### src/rtl/psk_pkg.sv
// Shared constants, state encoding and helpers for the PSK receive chain.
package psk_pkg;

  localparam logic [3:0]  MODE_BPSK         = 4'b0001;
  localparam logic [3:0]  MODE_QPSK         = 4'b0010;
  localparam logic [3:0]  MODE_MIX          = 4'b0100;
  localparam logic [15:0] DEFAULT_SYNC_WORD = 16'hEB90;

  typedef enum logic [1:0] {
    HUNT,
    LEN,
    PAYLOAD
  } rx_state_e;

  function automatic logic mode_valid(input logic [3:0] mode);
    return (mode == MODE_BPSK) || (mode == MODE_QPSK) || (mode == MODE_MIX);
  endfunction

  function automatic logic [4:0] popcount16(input logic [15:0] v);
    logic [4:0] n;
    n = '0;
    for (int i = 0; i < 16; i++) n = n + 5'(v[i]);
    return n;
  endfunction

endpackage

### src/rtl/sync_correlator.sv
// 16-bit sync hunter: shifts in 1 or 2 bits per strobe and compares the
// updated window against the sync word and its complement within a tolerance.
module sync_correlator
  import psk_pkg::*;
#(
  parameter logic [15:0] SYNC_WORD = DEFAULT_SYNC_WORD,
  parameter int unsigned SYNC_TOL  = 0
) (
  input  logic       clk,
  input  logic       rst,
  input  logic       clear,
  input  logic       shift,
  input  logic       two_bits,
  input  logic [1:0] bits,
  output logic       match,
  output logic       inv_match
);

  logic [15:0] sr_q, sr_d;
  logic [4:0]  err_true, err_inv;

  // Compare the window as it will look after this shift, so a hit is
  // reported on the same strobe that completes the sync word.
  always_comb begin
    sr_d     = two_bits ? {sr_q[13:0], bits[1], bits[0]} : {sr_q[14:0], bits[0]};
    err_true = popcount16(sr_d ^ SYNC_WORD);
    err_inv  = popcount16(sr_d ^ ~SYNC_WORD);
  end

  assign match     = shift && (err_true <= 5'(SYNC_TOL));
  assign inv_match = shift && (err_inv <= 5'(SYNC_TOL));

  always_ff @(posedge clk or posedge rst) begin
    if (rst) begin
      sr_q <= '0;
    end else if (clear) begin
      sr_q <= '0;
    end else if (shift) begin
      sr_q <= sr_d;
    end
  end

endmodule

### src/rtl/rx_deframer.sv
// Receive deframer: sync hunt (true or inverted), length byte, MSB-first
// payload packing onto an 8-bit AXI-Stream master.
module rx_deframer
  import psk_pkg::*;
#(
  parameter logic [15:0] SYNC_WORD = DEFAULT_SYNC_WORD,
  parameter int unsigned SYNC_TOL  = 0
) (
  input  logic       clk_16M384,
  input  logic       rst_16M384,
  input  logic [3:0] MODE_CTRL,
  input  logic [1:0] RX_bits,
  input  logic       RX_vld,
  output logic [7:0] data_tdata,
  output logic       data_tvalid,
  input  logic       data_tready,
  output logic       data_tuser,
  output logic       data_tlast,
  output logic       frame_sync,
  output logic       rx_inverted,
  output logic       overflow,
  output logic       frame_err
);

  rx_state_e   state_q, state_d;
  logic [3:0]  mode_q, mode_cur;
  logic [2:0]  bit_cnt_q, cnt_next;
  logic [7:0]  acc_q, acc_next;
  logic [7:0]  rem_q;
  logic        first_q;
  logic        two_bits, complete, out_free;
  logic [1:0]  bits_in;
  logic        corr_shift, corr_clear, corr_match, corr_inv;
  logic        sync_hit, len_zero, last_done;

  sync_correlator #(
    .SYNC_WORD (SYNC_WORD),
    .SYNC_TOL  (SYNC_TOL)
  ) u_sync_correlator (
    .clk       (clk_16M384),
    .rst       (rst_16M384),
    .clear     (corr_clear),
    .shift     (corr_shift),
    .two_bits  (two_bits),
    .bits      (RX_bits),
    .match     (corr_match),
    .inv_match (corr_inv)
  );

  always_comb begin
    state_d  = state_q;
    // Mode is live while hunting and frozen once a frame is locked.
    mode_cur = (state_q == HUNT) ? MODE_CTRL : mode_q;
    two_bits = (mode_cur == MODE_QPSK) || ((mode_cur == MODE_MIX) && (state_q == PAYLOAD));
    bits_in  = RX_bits ^ {2{rx_inverted}};
    acc_next = two_bits ? {acc_q[5:0], bits_in[1], bits_in[0]} : {acc_q[6:0], bits_in[0]};
    cnt_next = bit_cnt_q + (two_bits ? 3'd2 : 3'd1);
    complete = RX_vld && (cnt_next == 3'd0);
    out_free = !data_tvalid || data_tready;

    corr_shift = (state_q == HUNT) && RX_vld && mode_valid(MODE_CTRL);
    sync_hit   = corr_match || corr_inv;
    len_zero   = (state_q == LEN) && complete && (acc_next == 8'd0);
    last_done  = (state_q == PAYLOAD) && complete && (rem_q == 8'd1);
    corr_clear = len_zero || last_done;

    unique case (state_q)
      HUNT:    if (sync_hit) state_d = LEN;
      LEN:     if (complete) state_d = len_zero ? HUNT : PAYLOAD;
      PAYLOAD: if (last_done) state_d = HUNT;
      default: state_d = HUNT;
    endcase
  end

  always_ff @(posedge clk_16M384 or posedge rst_16M384) begin
    if (rst_16M384) state_q <= HUNT;
    else            state_q <= state_d;
  end

  always_ff @(posedge clk_16M384 or posedge rst_16M384) begin
    if (rst_16M384) begin
      mode_q      <= '0;
      bit_cnt_q   <= '0;
      acc_q       <= '0;
      rem_q       <= '0;
      first_q     <= 1'b0;
      data_tdata  <= '0;
      data_tvalid <= 1'b0;
      data_tuser  <= 1'b0;
      data_tlast  <= 1'b0;
      frame_sync  <= 1'b0;
      rx_inverted <= 1'b0;
      overflow    <= 1'b0;
      frame_err   <= 1'b0;
    end else begin
      frame_err <= 1'b0;
      if (data_tvalid && data_tready) begin
        data_tvalid <= 1'b0;
        data_tuser  <= 1'b0;
        data_tlast  <= 1'b0;
      end
      unique case (state_q)
        HUNT: begin
          if (sync_hit) begin
            mode_q      <= MODE_CTRL;
            frame_sync  <= 1'b1;
            rx_inverted <= !corr_match;  // true match wins when both hit
            bit_cnt_q   <= '0;
            acc_q       <= '0;
          end
        end
        LEN: begin
          if (RX_vld) begin
            acc_q     <= acc_next;
            bit_cnt_q <= cnt_next;
            if (complete) begin
              if (len_zero) begin
                frame_err  <= 1'b1;
                frame_sync <= 1'b0;
              end else begin
                rem_q   <= acc_next;
                first_q <= 1'b1;
              end
            end
          end
        end
        PAYLOAD: begin
          if (RX_vld) begin
            acc_q     <= acc_next;
            bit_cnt_q <= cnt_next;
            if (complete) begin
              first_q <= 1'b0;
              rem_q   <= rem_q - 8'd1;
              if (last_done) frame_sync <= 1'b0;
              if (out_free) begin
                data_tvalid <= 1'b1;
                data_tdata  <= acc_next;
                data_tuser  <= first_q;
                data_tlast  <= (rem_q == 8'd1);
              end else begin
                overflow <= 1'b1;
              end
            end
          end
        end
        default: ;
      endcase
    end
  end

endmodule

### config.mk
export PLATFORM = sky130hd
export DESIGN_NAME = rx_deframer
export DESIGN_NICKNAME = d
export VERILOG_FILES = /design/src/rtl/psk_pkg.sv /design/src/rtl/sync_correlator.sv /design/src/rtl/rx_deframer.sv
export SDC_FILE = /design/constraint.sdc
export NUM_CORES = 1
export LEC_CHECK = 0
export BUFFER_PORTS_ARGS = -buffer_cell sky130_fd_sc_hd__buf_2
export CAP_MARGIN = 30
export CORE_MARGIN = 2
export CORE_UTILIZATION = 54
export DETAILED_ROUTE_END_ITERATION = 12
export GPL_TIMING_DRIVEN = 0
export PLACE_DENSITY = 0.72
export SYNTH_ARGS = -nofsm -noshare
export SYNTH_HDL_FRONTEND = slang
export SYNTH_SLANG_ARGS = --single-unit
### constraint.sdc
create_clock -name clk_16M384 -period 8.2 [get_ports clk_16M384]
set_input_delay 0 -clock clk_16M384 [delete_from_list [all_inputs] [get_ports clk_16M384]]
set_output_delay 0 -clock clk_16M384 [all_outputs]
set_load 0.01 [all_outputs]
Word level (Yosys, flattened, before mapping):

Cells that the tools add are included.
W data, S select, Z words.

* flip-flop bits (word level): 55
* bits of input ports: 10
* logic and storage cells: 160

* add/sub/neg operators: 32
* $lt $le $gt $ge: 2
* equal/unequal tests: 17
* multiplexer cells: 56
* bitwise logic cells: 4
* reductions and logical operators: 34

Operator list (number)
* $add A5 B1 Y5: 28
* $mux W8: 6
* $mux W1: 31
* $mux W15: 2
* $mux W16: 1
* $ne A2 B2 Y1 const B: 8
* $not A8 Y8: 2
* $pmux W8 S2: 1
* $mux W7: 2
* $pmux W7 S2: 1
* $logic_and A1 B1 Y1: 11
* $le A5 B1 Y1 const B: 2
* $mux W2: 5
* $eq A4 B2 Y1 const B: 2
* $eq A4 B3 Y1 const B: 2
* $eq A8 B1 Y1 const B: 1
* $logic_not A8 Y1: 1
* $reduce_and A4 Y1: 2
* $reduce_and A8 Y1: 1
* $sub A8 B1 Y8 const B: 1
* $logic_or A1 B1 Y1: 6
* $mux W3: 2
* $pmux W2 S3: 1
* $pmux W3 S2: 1
* 20 further kinds: 25

Longest topological paths before layout:

* depth after elaboration: 27
* gate-level depth with buffers: 27

Modules after synthesis:

Synthesis repeated with hierarchy kept, for this count alone.

* cells, all modules: 347
* area, all modules: 3598.5 um^2

By module, submodules not included
* rx_deframer: instances 1, cells an instance 221, area each 2212.1 um^2, sequential area each 1001.0 um^2
* sync_correlator: instances 1, cells an instance 126, area each 1386.3 um^2, sequential area each 375.4 um^2

Worst setup path before layout:

OpenSTA, ideal clock, no wires.

* path type: flip-flop to flip-flop
* start: register state_q[0]
* end: register acc_q[1]
* arrival: 6.497 ns
* path slack: 1.578 ns
* cell stages (with the launch flop): 26
* buffers on the path: 3
* cells stage by stage: dfrtp_1 -> inv_1 -> ha_1 -> nor2b_1 -> a32o_1 -> buf_6 -> buf_6 -> mux2_2 -> inv_1 -> ha_1 -> inv_1 -> fa_1 -> fa_1 -> fa_1 -> inv_1 -> fa_1 -> inv_1 -> fa_1 -> inv_1 -> fa_1 -> nor4b_1 -> a22oi_1 -> or2_2 -> buf_2 -> a21oi_2 -> mux2_2

* longest elaborated chain between the ends: 27
* elaborated cells between the ends (all ways): 56

RTL lines
* start, declared: line rx_deframer.sv:25 `rx_state_e state_q, state_d;`
* start signal, assigned: line rx_deframer.sv:77 `else state_q <= state_d;`
* $logic_not A2 Y1: line rx_deframer.sv:53, rx_deframer.sv:61, rx_deframer.sv:102
* $mux W4: line rx_deframer.sv:53 `mode_cur = (state_q == HUNT) ? MODE_CTRL : mode_q;`
* $eq A4 B3 Y1: line rx_deframer.sv:54 `two_bits = (mode_cur == MODE_QPSK) || ((mode_cur == MODE_MIX) && (state_q == PAYLOAD));`
* $logic_and A1 B1 Y1: line rx_deframer.sv:54
* $logic_or A1 B1 Y1: line rx_deframer.sv:54
* $mux W16: line sync_correlator.sv:25 `sr_d = two_bits ? {sr_q[13:0], bits[1], bits[0]} : {sr_q[14:0], bits[0]};`
* $not A8 Y8 (no line)
* $add A1 B1 Y2: line psk_pkg.sv:22 `for (int i = 0; i < 16; i++) n = n + 5'(v[i]);`
* $add A5 B1 Y5 (14 in series): line psk_pkg.sv:22
* $le A5 B1 Y1: line sync_correlator.sv:31 `assign inv_match = shift && (err_inv <= 5'(SYNC_TOL));`
* $logic_and A1 B1 Y1: line sync_correlator.sv:31
* $logic_or A1 B1 Y1: line rx_deframer.sv:62 `sync_hit = corr_match || corr_inv;`
* $ne A2 B2 Y1 (no line)
* $reduce_and A3 Y1 (no line)
* end signal, assigned: line rx_deframer.sv:114 `acc_q <= acc_next;`
* end signal, assigned: line rx_deframer.sv:129 `acc_q <= acc_next;`
* end, declared: line rx_deframer.sv:28 `logic [7:0] acc_q, acc_next;`

Parallel ways exist; a longest one is shown, timed or not. The select of a mux whose other input is x is not followed.
A chain may end at the register's enable or synchronous reset.

Worst setup path in the final report:

* start: register state_q[0]
* end: register acc_q[5]

The elaborated chain is that of the path after synthesis.

==> results.ini <==
[run_status]
status = finished, final reports clean

[drt]
ant_nets = 0
drt-initial-drc-count = 144
post_drt_wl_per_cell_um = 16.5
vias = 2775
wirelength_um = 7930
drc = 0
viasPerCell = 5.77
drtPass1Iterations = 4

[placed_design]
dpl_cell_area_um2 = 3980
gp_congestion = 0.846
dp_hpwl_um = 6090
port_buffers = 23

[die]
initial_utilization = 0.554
core_area_um2 = 6760
die_area_um2 = 7610
fp.dieH_um = 87.3
rows = 30
die_w_um = 87.3
io_pins = 25

[logic_synthesis]
synth_edf_count = 0
synthArstFlopShare = 1.00
syn-cell-area_um2 = 3740
synth_ff_type = dfrtp_1
synthCells = 364
yosysWarnings = 0
syn_nets = 412
synth_top_cell_by_area = dfrtp_1
yosysMostFrequentCell = dfrtp_1
ys_seq_area_frac = 0.368
avgSynthCellArea_um2 = 10.3
yosysTopAreaCellShare = 0.368
synth_seq_cells = 55
synth.area.top_cells = dfrtp_1, fa_1, mux2_2
synth_common_cells = dfrtp_1, inv_1, nand2_1
synthDistinctLibCells = 52

[sta]
drv_slew = 0
finalClockSkew_ps = 2.60
fin_crit_ps = 7370
fmax_mhz = 136
relSlewSlack = 0.533
fin_crit_sh = 0.899
hold_viol_final = 0
rsz0062_at_grt = false
setup_viol = 0
finalSetupTns_ps = 0
tightest_slew_ps = 698

[setup_path]
reg2reg_slack_ps = 830
worstSetupPathDepth = 25
crit_path_start_kind = register
r2r_start = state_q[0]$_DFFE_PP0P_
crit_type = register to register
critPathCapture = acc_q[5]$_DFFE_PP0P_
r2r-end = acc_q[5]$_DFFE_PP0P_
arrival_ps = 7580
max_stage_delay_ps = 520
cp_top_family = adder cells
worstPathRequired_ps = 8400
path_buf_inv = 9
ff2ff_path_depth = 25
startpoint = state_q[0]$_DFFE_PP0P_
end_kind = register
cp_max_fo = 10
cp_slowest_cell = fa_1

[global_route]
grt_pass1_vias = 2777
grt_pass1_wl_um = 13600
grt_max_degree = 35
grt_overflow = 0
grt.total_usage = 0.227
antenna_found_initial = 0

[pwr]
p_leak_nw = 1.94
cellPowerDensity_nw_per_um2 = 449
ir_worst_vdd_mv = 0.690

[clocking]
clkTransAtPathRegs_ps = 100
cts_tree = built
numClockSinks = 55
cts_buffers = 5
clkLatencyLatePin_ps = 310
clk_path_buf_depth = 2
cts_resized = 0
cts-htree-levels = 2
cts_root_buf = clkbuf_8

[finish]
drive_gt1_frac = 0.175
finalInstanceArea_um2 = 4160
area_growth_pct = 11.2
seq_area_um2 = 1380
diodes = 0
nets = 448
fill_cells = 583
multiInputGateArea_um2 = 2100

[worst_hold_path]
hp-class = primary input to register

[flow_run]
max_cap_violations = 0

==> worst register-to-register path: stages (launching register included) <==
cell     delay [ps]
dfrtp_1         430
inv_1           110
ha_1            310
nor2b_1         220
a32o_1          210
buf_6           160
buf_6           180
mux2_2          390
inv_1            80
ha_1            250
inv_1            80
fa_1            440
fa_1            500
fa_1            520
inv_1            60
fa_1            490
inv_1            50
fa_1            380
inv_1            80
fa_1            400
nor4b_1         420
a22oi_1         200
or2_2           300
buf_2           180
a21oi_2         420
mux2_2          400
==> cell type report <==
cell class	instances	area share
multi-input cells	250	0.505
flip-flops and latches	55	0.331
repair buffers	29	0.0445
inverters	46	0.0415
well taps	80	0.0241
plain buffers	13	0.0226
clock buffers	6	0.0174
clock inverters	2	0.0144
==> per-stage QoR <==
stage | power, W | utilization | setup slack [ps] | hold slack, ps | cells
3_5_place_dp | 0.00167 | 0.589 | 882 | 52.3 | 468
2_1_floorplan | 0.00138 | - | 1580 | 123 | 364
5_1_grt | 0.00210 | 0.616 | 441 | 148 | 481
4_1_cts | 0.00188 | 0.616 | 863 | 129 | 481
6_report | 0.00187 | 0.616 | 828 | 126 | 481
3_3_place_gp | 0.00160 | 0.586 | 1010 | 223 | 467
==> power breakdown <==
| group | internal, W | switching, W | total, W |
|---|---|---|---|
| clock network | 0.000122 | 0.0000909 | 0.000213 |
| logic | 0.000558 | 0.000694 | 0.00125 |
| registers | 0.000341 | 0.0000625 | 0.000403 |
==> placed cells by master (no fill, tap or decap), types with 3 or more instances in the layout <==
cell type and n:
clkbuf_8 5, a221oi_1 5, nor2_1 25, clkbuf_1 6, nand3_1 4, o22ai_1 7
nand4_1 4, mux2i_1 23, inv_1 45, nand2_1 26, buf_2 24, a21oi_1 7
nor2b_1 8, fa_1 21, o21ai_0 24, mux2_2 24, nor4_1 3, or2_2 3
o2111ai_1 3, a2bb2oi_1 3, buf_6 3, nand3b_1 7, dfrtp_1 55, nor3_1 3
xor2_1 3, ha_1 17, dlygate4sd3_1 5
==> registers in the layout (all words and copies together) (netlist names), 2 cells and up <==
| register | count |
|---|---|
| u_sync_correlator.sr_q | 15 |
| data_tdata | 8 |
| rem_q | 8 |
| acc_q | 7 |
| mode_q | 4 |
| bit_cnt_q | 3 |
| state_q | 2 |
==> worst min-delay path by stage <==
| stage | start | endpoint | depth (start not counted) |
|---|---|---|---|
| 4_1_cts | RX_vld | acc_q[0]$_DFFE_PP0P_ | 3 |
| 5_1_grt | RX_bits[0] | u_sync_correlator.sr_q[0]$_DFFE_PP0P_ | 5 |
| 3_3_place_gp | data_tready | data_tlast$_DFF_PP0_ | 3 |
| 6_report | RX_vld | acc_q[0]$_DFFE_PP0P_ | 3 |
| 3_5_place_dp | rst_16M384 | u_sync_correlator.sr_q[1]$_DFFE_PP0P_ | 2 |
| 2_1_floorplan | data_tready | data_tlast$_DFF_PP0_ | 2 |
==> timing repair <==
item	in CTS	in global routing
hold buffers	5	0
setup buffers	0	0
hold endpoints to repair	25	0
==> kinds of logic (layout without fill, tap and decap cells) <==
| logic type | after synthesis | after routing | share of synthesized area |
|---|---|---|---|
| and+or+nand+nor | 97 | 97 | 0.137 |
| AOI/OAI and AO/OA | 64 | 64 | 0.112 |
| buffers and inverters | 59 | 96 | 0.0712 |
| DFF | 55 | 55 | 0.368 |
| muxes | 47 | 47 | 0.134 |
| adders and majority gates | 38 | 38 | 0.169 |
| xor gates and xnor gates | 4 | 4 | 0.00936 |
==> routing by layer <==
layer / wire (um) / global-route usage
met5: 0 / 0
met4: 140 / 0.0685
met3: 197 / 0.0332
met2: 4110 / 0.386
met1: 3480 / 0.300
(Power assumes the default switching activity.)
